$ cat src/rtl/capture_sequencer.sv
// capture_sequencer
// Sequences one scope frame at a time: arm, holdoff, wait for a level/slope
// trigger (or an auto-mode timeout), write DEPTH decimated samples into the
// sample RAM, then hold the frame for the display reader until it acks.
// Everything runs on the ADC clock; frame_ack arrives already synchronized.

module capture_sequencer #(
    parameter int DATA_W  = 14,
    parameter int DEPTH   = 160,
    parameter int ADDR_W  = 8,
    parameter int HOLDOFF = 4,
    parameter int AUTO_TO = 65535
) (
    input  logic              clk_adc,
    input  logic              reset,
    input  logic              enable,
    input  logic [1:0]        mode,
    input  logic              slope,
    input  logic [DATA_W-1:0] trig_level,
    input  logic [7:0]        decim,
    input  logic [DATA_W-1:0] adc_data,
    input  logic              frame_ack,
    output logic              wr_en,
    output logic [ADDR_W-1:0] wr_addr,
    output logic [DATA_W-1:0] wr_data,
    output logic              frame_ready,
    output logic              auto_trig,
    output logic              armed
);

    localparam int HOLD_W = $clog2(HOLDOFF + 1);
    localparam int TO_W   = $clog2(AUTO_TO + 1);

    localparam logic [HOLD_W-1:0] HOLD_LAST = HOLD_W'(HOLDOFF - 1);
    localparam logic [TO_W-1:0]   TO_LAST   = TO_W'(AUTO_TO - 1);
    localparam logic [ADDR_W-1:0] ADDR_LAST = ADDR_W'(DEPTH - 1);
    localparam logic [ADDR_W-1:0] ADDR_ONE  = {{(ADDR_W-1){1'b0}}, 1'b1};
    // A one-sample frame is complete as soon as the trigger write is issued
    localparam bit ONE_DEEP = (DEPTH == 1);

    typedef enum logic [2:0] {
        ST_IDLE    = 3'd0,
        ST_ARM     = 3'd1,
        ST_WAIT    = 3'd2,
        ST_CAPTURE = 3'd3,
        ST_DONE    = 3'd4
    } state_t;

    state_t              state_r;
    state_t              next_state_s;

    logic [DATA_W-1:0]   s1_r;
    logic                ge1_r;
    logic                ge2_r;
    logic                enable_r;
    logic [HOLD_W-1:0]   hold_cnt_r;
    logic [TO_W-1:0]     to_cnt_r;
    logic [7:0]          dec_cnt_r;
    logic [7:0]          dec_lat_r;

    logic                wr_en_r;
    logic [ADDR_W-1:0]   wr_addr_r;
    logic [DATA_W-1:0]   wr_data_r;
    logic                frame_ready_r;
    logic                auto_trig_r;
    logic                armed_r;

    logic                trig_s;
    logic                mode_single_s;
    logic                mode_auto_s;
    logic                start_cap_s;
    logic                force_s;
    logic                cap_write_s;
    logic [ADDR_W-1:0]   next_addr_s;

    // Threshold crossing: ge1 and ge2 are the compare results of the two most
    // recent samples, so trig lines up with the sample held in s1.
    assign trig_s        = slope ? (~ge1_r & ge2_r) : (ge1_r & ~ge2_r);
    assign mode_single_s = (mode == 2'b10);
    assign mode_auto_s   = (mode == 2'b01);
    assign next_addr_s   = wr_addr_r + ADDR_ONE;

    // Next-state and per-cycle write/trigger decisions
    always_comb begin
        next_state_s = state_r;
        start_cap_s  = 1'b0;
        force_s      = 1'b0;
        cap_write_s  = 1'b0;
        case (state_r)
            ST_IDLE: begin
                if (mode_single_s) begin
                    if (enable && !enable_r) begin
                        next_state_s = ST_ARM;
                    end else begin
                        next_state_s = ST_IDLE;
                    end
                end else if (enable) begin
                    next_state_s = ST_ARM;
                end else begin
                    next_state_s = ST_IDLE;
                end
            end
            ST_ARM: begin
                if (!enable) begin
                    next_state_s = ST_IDLE;
                end else if (hold_cnt_r == HOLD_LAST) begin
                    next_state_s = ST_WAIT;
                end else begin
                    next_state_s = ST_ARM;
                end
            end
            ST_WAIT: begin
                if (!enable) begin
                    next_state_s = ST_IDLE;
                end else if (trig_s) begin
                    start_cap_s  = 1'b1;
                    next_state_s = ONE_DEEP ? ST_DONE : ST_CAPTURE;
                end else if (mode_auto_s && (to_cnt_r == TO_LAST)) begin
                    start_cap_s  = 1'b1;
                    force_s      = 1'b1;
                    next_state_s = ONE_DEEP ? ST_DONE : ST_CAPTURE;
                end else begin
                    next_state_s = ST_WAIT;
                end
            end
            ST_CAPTURE: begin
                if (!enable) begin
                    next_state_s = ST_IDLE;
                end else if (dec_cnt_r == 8'd0) begin
                    cap_write_s = 1'b1;
                    if (next_addr_s == ADDR_LAST) begin
                        next_state_s = ST_DONE;
                    end else begin
                        next_state_s = ST_CAPTURE;
                    end
                end else begin
                    next_state_s = ST_CAPTURE;
                end
            end
            ST_DONE: begin
                // Only an ack against a presented frame releases DONE
                if (frame_ready_r && frame_ack) begin
                    if (mode_single_s || !enable) begin
                        next_state_s = ST_IDLE;
                    end else begin
                        next_state_s = ST_ARM;
                    end
                end else begin
                    next_state_s = ST_DONE;
                end
            end
            default: begin
                next_state_s = ST_IDLE;
            end
        endcase
    end

    // State register, front-end pipeline and phase counters
    always_ff @(posedge clk_adc) begin
        if (reset) begin
            state_r    <= ST_IDLE;
            s1_r       <= {DATA_W{1'b0}};
            ge1_r      <= 1'b0;
            ge2_r      <= 1'b0;
            enable_r   <= 1'b0;
            hold_cnt_r <= {HOLD_W{1'b0}};
            to_cnt_r   <= {TO_W{1'b0}};
            dec_cnt_r  <= 8'd0;
            dec_lat_r  <= 8'd0;
        end else begin
            state_r  <= next_state_s;
            s1_r     <= adc_data;
            ge1_r    <= (adc_data >= trig_level);
            ge2_r    <= ge1_r;
            enable_r <= enable;

            if ((state_r == ST_ARM) && (next_state_s == ST_ARM)) begin
                hold_cnt_r <= hold_cnt_r + 1'b1;
            end else begin
                hold_cnt_r <= {HOLD_W{1'b0}};
            end

            // Saturate so a mode switch into auto mid-wait cannot wrap
            if ((state_r == ST_WAIT) && (next_state_s == ST_WAIT)) begin
                if (to_cnt_r != TO_LAST) begin
                    to_cnt_r <= to_cnt_r + 1'b1;
                end
            end else begin
                to_cnt_r <= {TO_W{1'b0}};
            end

            // decim is sampled once per frame, at the trigger
            if (start_cap_s) begin
                dec_lat_r <= decim;
                dec_cnt_r <= decim;
            end else if (state_r == ST_CAPTURE) begin
                if (dec_cnt_r == 8'd0) begin
                    dec_cnt_r <= dec_lat_r;
                end else begin
                    dec_cnt_r <= dec_cnt_r - 8'd1;
                end
            end
        end
    end

    // Registered RAM write port and status outputs
    always_ff @(posedge clk_adc) begin
        if (reset) begin
            wr_en_r       <= 1'b0;
            wr_addr_r     <= {ADDR_W{1'b0}};
            wr_data_r     <= {DATA_W{1'b0}};
            frame_ready_r <= 1'b0;
            auto_trig_r   <= 1'b0;
            armed_r       <= 1'b0;
        end else begin
            wr_en_r <= start_cap_s | cap_write_s;
            if (start_cap_s) begin
                wr_addr_r <= {ADDR_W{1'b0}};
                wr_data_r <= s1_r;
            end else if (cap_write_s) begin
                wr_addr_r <= next_addr_s;
                wr_data_r <= s1_r;
            end

            frame_ready_r <= (state_r == ST_DONE) && !(frame_ready_r && frame_ack);

            if (force_s) begin
                auto_trig_r <= 1'b1;
            end else if ((next_state_s == ST_ARM) && (state_r != ST_ARM)) begin
                auto_trig_r <= 1'b0;
            end

            armed_r <= (next_state_s == ST_ARM) || (next_state_s == ST_WAIT);
        end
    end

    assign wr_en       = wr_en_r;
    assign wr_addr     = wr_addr_r;
    assign wr_data     = wr_data_r;
    assign frame_ready = frame_ready_r;
    assign auto_trig   = auto_trig_r;
    assign armed       = armed_r;

endmodule

$ cat config.mk
export PLATFORM = sky130hd
export DESIGN_NAME = capture_sequencer
export DESIGN_NICKNAME = d
export VERILOG_FILES = /design/src/rtl/capture_sequencer.sv
export SDC_FILE = /design/constraint.sdc
export NUM_CORES = 1
export LEC_CHECK = 0
export ABC_AREA = 1
export CAP_MARGIN = 15
export CORE_ASPECT_RATIO = 1.4
export CORE_UTILIZATION = 50
export CTS_BUF_LIST = sky130_fd_sc_hd__clkbuf_8
export DETAILED_ROUTE_END_ITERATION = 10
export PLACE_DENSITY = 0.79
export SETUP_SLACK_MARGIN = 0.2
export SYNTH_ARGS = -nofsm -noshare
export SYNTH_HDL_FRONTEND = slang
export SYNTH_SLANG_ARGS = --single-unit
$ cat constraint.sdc
create_clock -name clk_adc -period 1.56 [get_ports clk_adc]
set_input_delay 0.312 -clock clk_adc [delete_from_list [all_inputs] [get_ports clk_adc]]
set_output_delay 0.312 -clock clk_adc [all_outputs]
set_load 0.01 [all_outputs]
==> impl_metrics.ini, run 1 <==
[yosys]
ys_ff_latch = 81
ys_types = 36
synth_nets = 628
avgSynthCellArea_um2 = 7.37
synthArstFlopShare_pct = 0
yosysWarnings = 0
ys_seq_area_share_pct = 39.0
synth_edf_count = 0
synth_flop_cell = dfxtp_1
synth_cells = 564
syn-cell-area_um2 = 4150

[setup_path]
path_class = flip-flop to flip-flop
cp_max_fo = 10
required_ns = 1.81
cp_num_buf_inv = 2
cp_common_cell = nor2_1
slowest_delay_ns = 0.33
cp-end-kind = flip-flop
worstPathCellList = inv_2, ha_4, nand3_2, nor2_1, nand3_1, nand2_4, nand2_8, buf_12, nand2_2, nand2_1, a21oi_1, nor2_1
crit_slowest_cell = dfxtp_2
start_kind = flip-flop
cp.arrival_ns = 2.08
path_delay_family = simple AND/OR/NAND/NOR gates

[clock_tree]
cts_inserted_buffers = 9
clk_pin_slew_ns = 0.09
htree_levels = 3
clock_sinks = 81
tritoncts = yes
clock_latency_ns = 0.37
cts-root-buf = clkbuf_8
cts_buffer_depth = 2

[die]
initial_core_util_pct = 51.3
placementRows = 39
die_w_um = 79.0
io_pins = 69
core_area_um2 = 8100
die_h_um = 110
die_area_um2 = 8680

[hold_path]
hold_path_class = input port to flip-flop

[status]
violations = negative setup slack
status = complete, but fails checks

[detailed_routing]
wire_per_inst_um = 18.3
dr_total_vias = 4663
drt_pre_antenna_iters = 7
drc = 0
ant_nets = 0
drt_wl_total_um = 15100
post_drt_via_cell_ratio = 5.65
drtIter0Drc = 301

[grt]
antenna_found_initial = 1
grt_pass1_vias = 4509
gr-total-overflow = 0
grt_use_total_pct = 29.8
grt_max_degree = 28
grt_pass1_wl_um = 20000

[run]
max-cap-violations = 0

[power]
total_power_mw = 4.04
p_per_area_nw_per_um2 = 602
peakVddDrop_uv = 612
p_leak_nw = 2.93

[sta]
rsz0062_at_grt = yes
fmax_mhz = 546
skew_ns = 0.0114
fin_tns_setup_ns = -8.51
worst_slew_pin_slew_ns = 0.630
finalMaxSlewViolations = 0
slew_headroom_pct = 57.9
fin_crit_ns = 1.83
setup_viol = 59
fin_crit_sh_pct = 117
finalHoldViolCount = 0
setup_ws_ns = -0.270

[placed_design]
place.port_buffers = 68
place_area_um2 = 5470
dpl.hpwl_um = 7520
gp_congestion = 0.874

[layout]
design_area_um2 = 6720
area_delta_synth_final_pct = 61.7
fillers = 458
final_core_util_pct = 82.9
drive_gt1_share_pct = 41.0
nets = 783
diodes = 0
-- Yosys cell counts (6+ instances only) --
cell type	number	area, um^2
inv_1	69	259
xor2_1	12	105
xnor2_1	7	61.3
nand2_1	101	379
nand2_2	6	37.5
nand3_1	40	200
nor2_4	11	124
clkbuf_1	7	26.3
inv_2	8	30.0
o21ai_0	15	75.1
nor3_1	7	35.0
ha_1	21	263
a21oi_1	47	235
dfxtp_1	81	1620
nand4_1	9	56.3
nor2_1	82	308
-- timing repair --
action                                 in CTS  in global routing
gates cloned                                3                  4
pin swaps                                  41                 35
setup buffers                              12                  8
setup endpoints to repair                  89                 70
endpoints found under the hold margin       0                  0
gates resized for setup                   160                111
hold buffers                                0                  0
-- worst reg2reg max path: stages (launching register included) --
cell and delay [ns]:
dfxtp_2 0.33, inv_2 0.06, ha_4 0.13, nand3_2 0.09
nor2_1 0.15, nand3_1 0.15, nand2_4 0.15, nand2_8 0.12
buf_12 0.17, nand2_2 0.06, nand2_1 0.06, a21oi_1 0.17
nor2_1 0.07
-- path summary, 6_finish.rpt --
| kind | from | to | slack [ns] | cells after the start |
|---|---|---|---|---|
| hold / removal | adc_data[9] | s1_r[9] | 0.23 | 3 |
| setup / recovery | to_cnt_r[0] | dec_cnt_r[1] | -0.27 | 12 |
| setup reg to reg | to_cnt_r[0] | dec_cnt_r[1] | -0.27 | 12 |
| hold reg to reg | hold_cnt_r[0] | hold_cnt_r[0] | 0.45 | 1 |
-- report_power, final --
part | total, mW | internal (mW) | switching (mW)
Clock | 1.40 | 0.574 | 0.823
Sequential | 2.10 | 2.09 | 0.0151
Combinational | 0.544 | 0.256 | 0.289
-- kinds of logic (layout without fill, tap and decap cells) --
group / count (synthesis) / in the layout / share of synthesized area (%)
adders and majority gates: 21 / 21 / 6.33
and+or+nand+nor: 271 / 274 / 30.8
xor gates and xnor gates: 19 / 19 / 4.01
buffers and inverters: 95 / 252 / 9.85
AOI/OAI and AO/OA: 77 / 77 / 10.0
DFF: 81 / 81 / 39.0
-- layout make-up --
type	count	area [um^2]	share of cell area (%)
Timing Repair Buffer	159	1510	22.5
Sequential cell	81	1650	24.6
Multi-Input combinational cell	391	2950	43.9
Clock inverter	7	46.3	0.689
Inverter	77	307	4.56
Tap cell	102	128	1.90
Clock buffer	9	124	1.84
-- flip-flops by register name (all words and copies together), names as in the netlist, 3 cells and up --
name and flops:
wr_data 14, hold_cnt_r 3, dec_cnt_r 8, state_r 3
s1_r 14, dec_lat_r 8, wr_addr 8, to_cnt_r 16
-- metal layers --
metal,GRT usage [%],wire [um],part of all wire (%),vias up
met4,17.9,1150,7.6,2
li1,-,-,-,2119
met1,29.4,5030,33,2179
met2,56.8,7990,53,256
met3,5.73,900,6.0,107
met5,0,13,0.086,-
-- per-stage QoR --
stage	worst slack (ns)	hold slack, ns	cells
global placement	-0.329	0.407	783
CTS	-0.0886	0.233	814
global route	-0.377	0.218	826
finish	-0.270	0.226	826
detailed placement	-0.388	0.420	783
floorplan	-0.00996	0.399	564
-- cells in the final DEF (no fill, tap or decap), types with 5 or more instances in the layout --
cell,Yosys,routed
a21oi_1,47,26
a21oi_2,1,21
buf_4,3,69
buf_6,3,13
clkbuf_8,0,9
clkdlybuf4s15_1,0,6
clkdlybuf4s50_1,0,13
dfxtp_1,81,63
dfxtp_2,0,14
dlygate4sd2_1,0,30
dlymetal6s2s_1,0,14
ha_4,0,17
inv_1,69,50
inv_2,8,22
nand2_1,101,79
nand2_2,6,14
nand2_4,1,12
nand2_8,0,6
nand3_1,40,18
nand3_2,2,17
nand3_4,0,7
nand4_1,9,9
nor2_1,82,70
nor2_2,2,10
nor2_4,11,15
o21ai_1,5,9
o21ai_2,0,7
o22ai_1,5,5
xnor2_1,7,7
xor2_1,12,11
(Power assumes the default switching activity.)
==> run 2, diff against run 1 <==
--- a/constraint.sdc
+++ b/constraint.sdc
@@ -3,2 +3,2 @@
 set_output_delay 0.312 -clock clk_adc [all_outputs]
-set_load 0.01 [all_outputs]
+set_load 0.1 [all_outputs]
==> impl_metrics.ini, run 2 (synthesized netlist as in run 1, its figures left out) <==
[die]
placementRows = 39
initial_core_util_pct = 51.3
io_pins = 69
die_area_um2 = 8680
die_h_um = 110
die_w_um = 79.0
core_area_um2 = 8100

[placed_design]
placed_cells = 779
place_area_um2 = 5850
gp_congestion = 0.898
place.port_buffers = 68
place_ws_ns = -0.405
dpl.hpwl_um = 7800

[power]
p_clk_share_pct = 40.6
switching_share_pct = 28.7
p_switching_mw = 1.30
total_power_mw = 4.54
p_int_mw = 3.24
p_leak_nw = 3.03
combPwrFrac_pct = 13.1
p_seq_share_pct = 46.4
peakVddDrop_uv = 728
p_per_area_nw_per_um2 = 600

[sta]
fin_crit_sh_pct = 136
finalHoldViolCount = 0
skew_ns = 0.0185
rsz0062_at_grt = yes
setup_ws_ns = -0.566
fmax_mhz = 470
setup_viol = 63
fin_crit_ns = 2.13
worst_slew_pin_slew_ns = 0.663
slew_headroom_pct = 55.7
finalMaxSlewViolations = 0

[layout]
final_cell_mix = 64 x nor2_1, 64 x buf_4, 57 x dfxtp_1
top_register = to_cnt_r
final_core_util_pct = 93.4
area_delta_synth_final_pct = 82.1
finalNonFillerCells = 840
design_area_um2 = 7560
diodes = 0
drive_gt1_share_pct = 53.4
largest_reg_flops = 16
fillers = 235
nets = 797

[setup_path]
path_delay_family = simple AND/OR/NAND/NOR gates
start_kind = flip-flop
cp_max_fo = 8
slowest_delay_ns = 0.39
worstPathCellList = nor3_2, inv_1, nor2_1, buf_4, nand2_8, buf_12, nand2_8, nand2_1, a21oi_1
cp_num_buf_inv = 3
cp-end-kind = flip-flop
cp.arrival_ns = 2.43
required_ns = 1.86
path_class = flip-flop to flip-flop
crit_slowest_cell = dfxtp_2
cp_common_cell = nand2_8

[detailed_routing]
drt_pre_antenna_iters = 5
drtIter0Drc = 591
post_drt_via_cell_ratio = 6.48
ant_nets = 0
drc = 0
drt_wl_total_um = 21900
dr_total_vias = 5443
wire_per_inst_um = 26.1

[grt]
grt_pass1_vias = 4996
gr-total-overflow = 0
antenna_found_initial = 0
grt_max_degree = 39
grt_pass1_wl_um = 24100
grt_use_total_pct = 37.1

[clock_tree]
cts_inserted_buffers = 9
cts-root-buf = clkbuf_8
htree_levels = 3
clock_latency_ns = 0.40
clk_pin_slew_ns = 0.10
clock_sinks = 81
cts_buffer_depth = 2
tritoncts = yes
cts_hold_buffers = 0

[hold_path]
hold_path_class = input port to flip-flop

[status]
violations = negative setup slack
status = complete, but fails checks

[run]
max-cap-violations = 0
[run 2: what timing repair did]
| action | in CTS | in global routing |
|---|---|---|
| gates cloned | 5 | 2 |
| resized for setup | 171 | 130 |
| setup endpoints to repair | 66 | 70 |
| pin swaps | 55 | 52 |
| setup buffers | 15 | 23 |
[run 2: layer usage]
layer / share of wire, % / vias up / GRT usage [%]
li1: - / 2149 / -
met1: 32 / 2529 / 34.4
met2: 47 / 527 / 69.2
met3: 9.8 / 238 / 8.88
met4: 12 / 0 / 27.7
met5: 0 / - / 0
[run 2: power groups by stage]
stage	Clock (mW)	Sequential, mW	Combinational, mW
global route	1.91	2.10	0.606
finish	1.84	2.10	0.593
floorplan	0	2.15	0.152
CTS	1.74	2.09	0.466
detailed placement	0	2.14	0.346
global placement	0	2.14	0.331
[run 2: final timing paths]
| check | from | end | slack [ns] | cells after the start |
|---|---|---|---|---|
| worst min register to register | s1_r[10] | wr_data[10] | 0.48 | 2 |
| worst max register to register | state_r[2] | wr_data[2] | -0.57 | 9 |
| worst max-delay path | state_r[2] | wr_data[2] | -0.57 | 9 |
| worst min-delay path | adc_data[0] | s1_r[0] | 0.32 | 4 |
[run 2: worst register-to-register path, cell delays in order (launching register included)]
cell	delay (ns)
dfxtp_2	0.39
nor3_2	0.36
inv_1	0.14
nor2_1	0.19
buf_4	0.19
nand2_8	0.09
buf_12	0.16
nand2_8	0.11
nand2_1	0.15
a21oi_1	0.26
[run 2: through the flow]
stage	hold slack [ns]	setup TNS [ns]
2_1_floorplan	0.399	-2.65
4_1_cts	0.282	-2.67
3_3_place_gp	0.407	-16.85
5_1_grt	0.311	-27.59
6_report	0.317	-22.38
3_5_place_dp	0.435	-19.38
[run 2: layout make-up]
| cell class | count | area, um^2 | area share [%] |
|---|---|---|---|
| Inverter | 77 | 314 | 4.15 |
| Timing Repair Buffer | 173 | 1970 | 26.0 |
| Multi-Input combinational cell | 391 | 3270 | 43.2 |
| Clock inverter | 7 | 92.6 | 1.22 |
| Tap cell | 102 | 128 | 1.69 |
| Clock buffer | 9 | 124 | 1.64 |
| Sequential cell | 81 | 1670 | 22.1 |
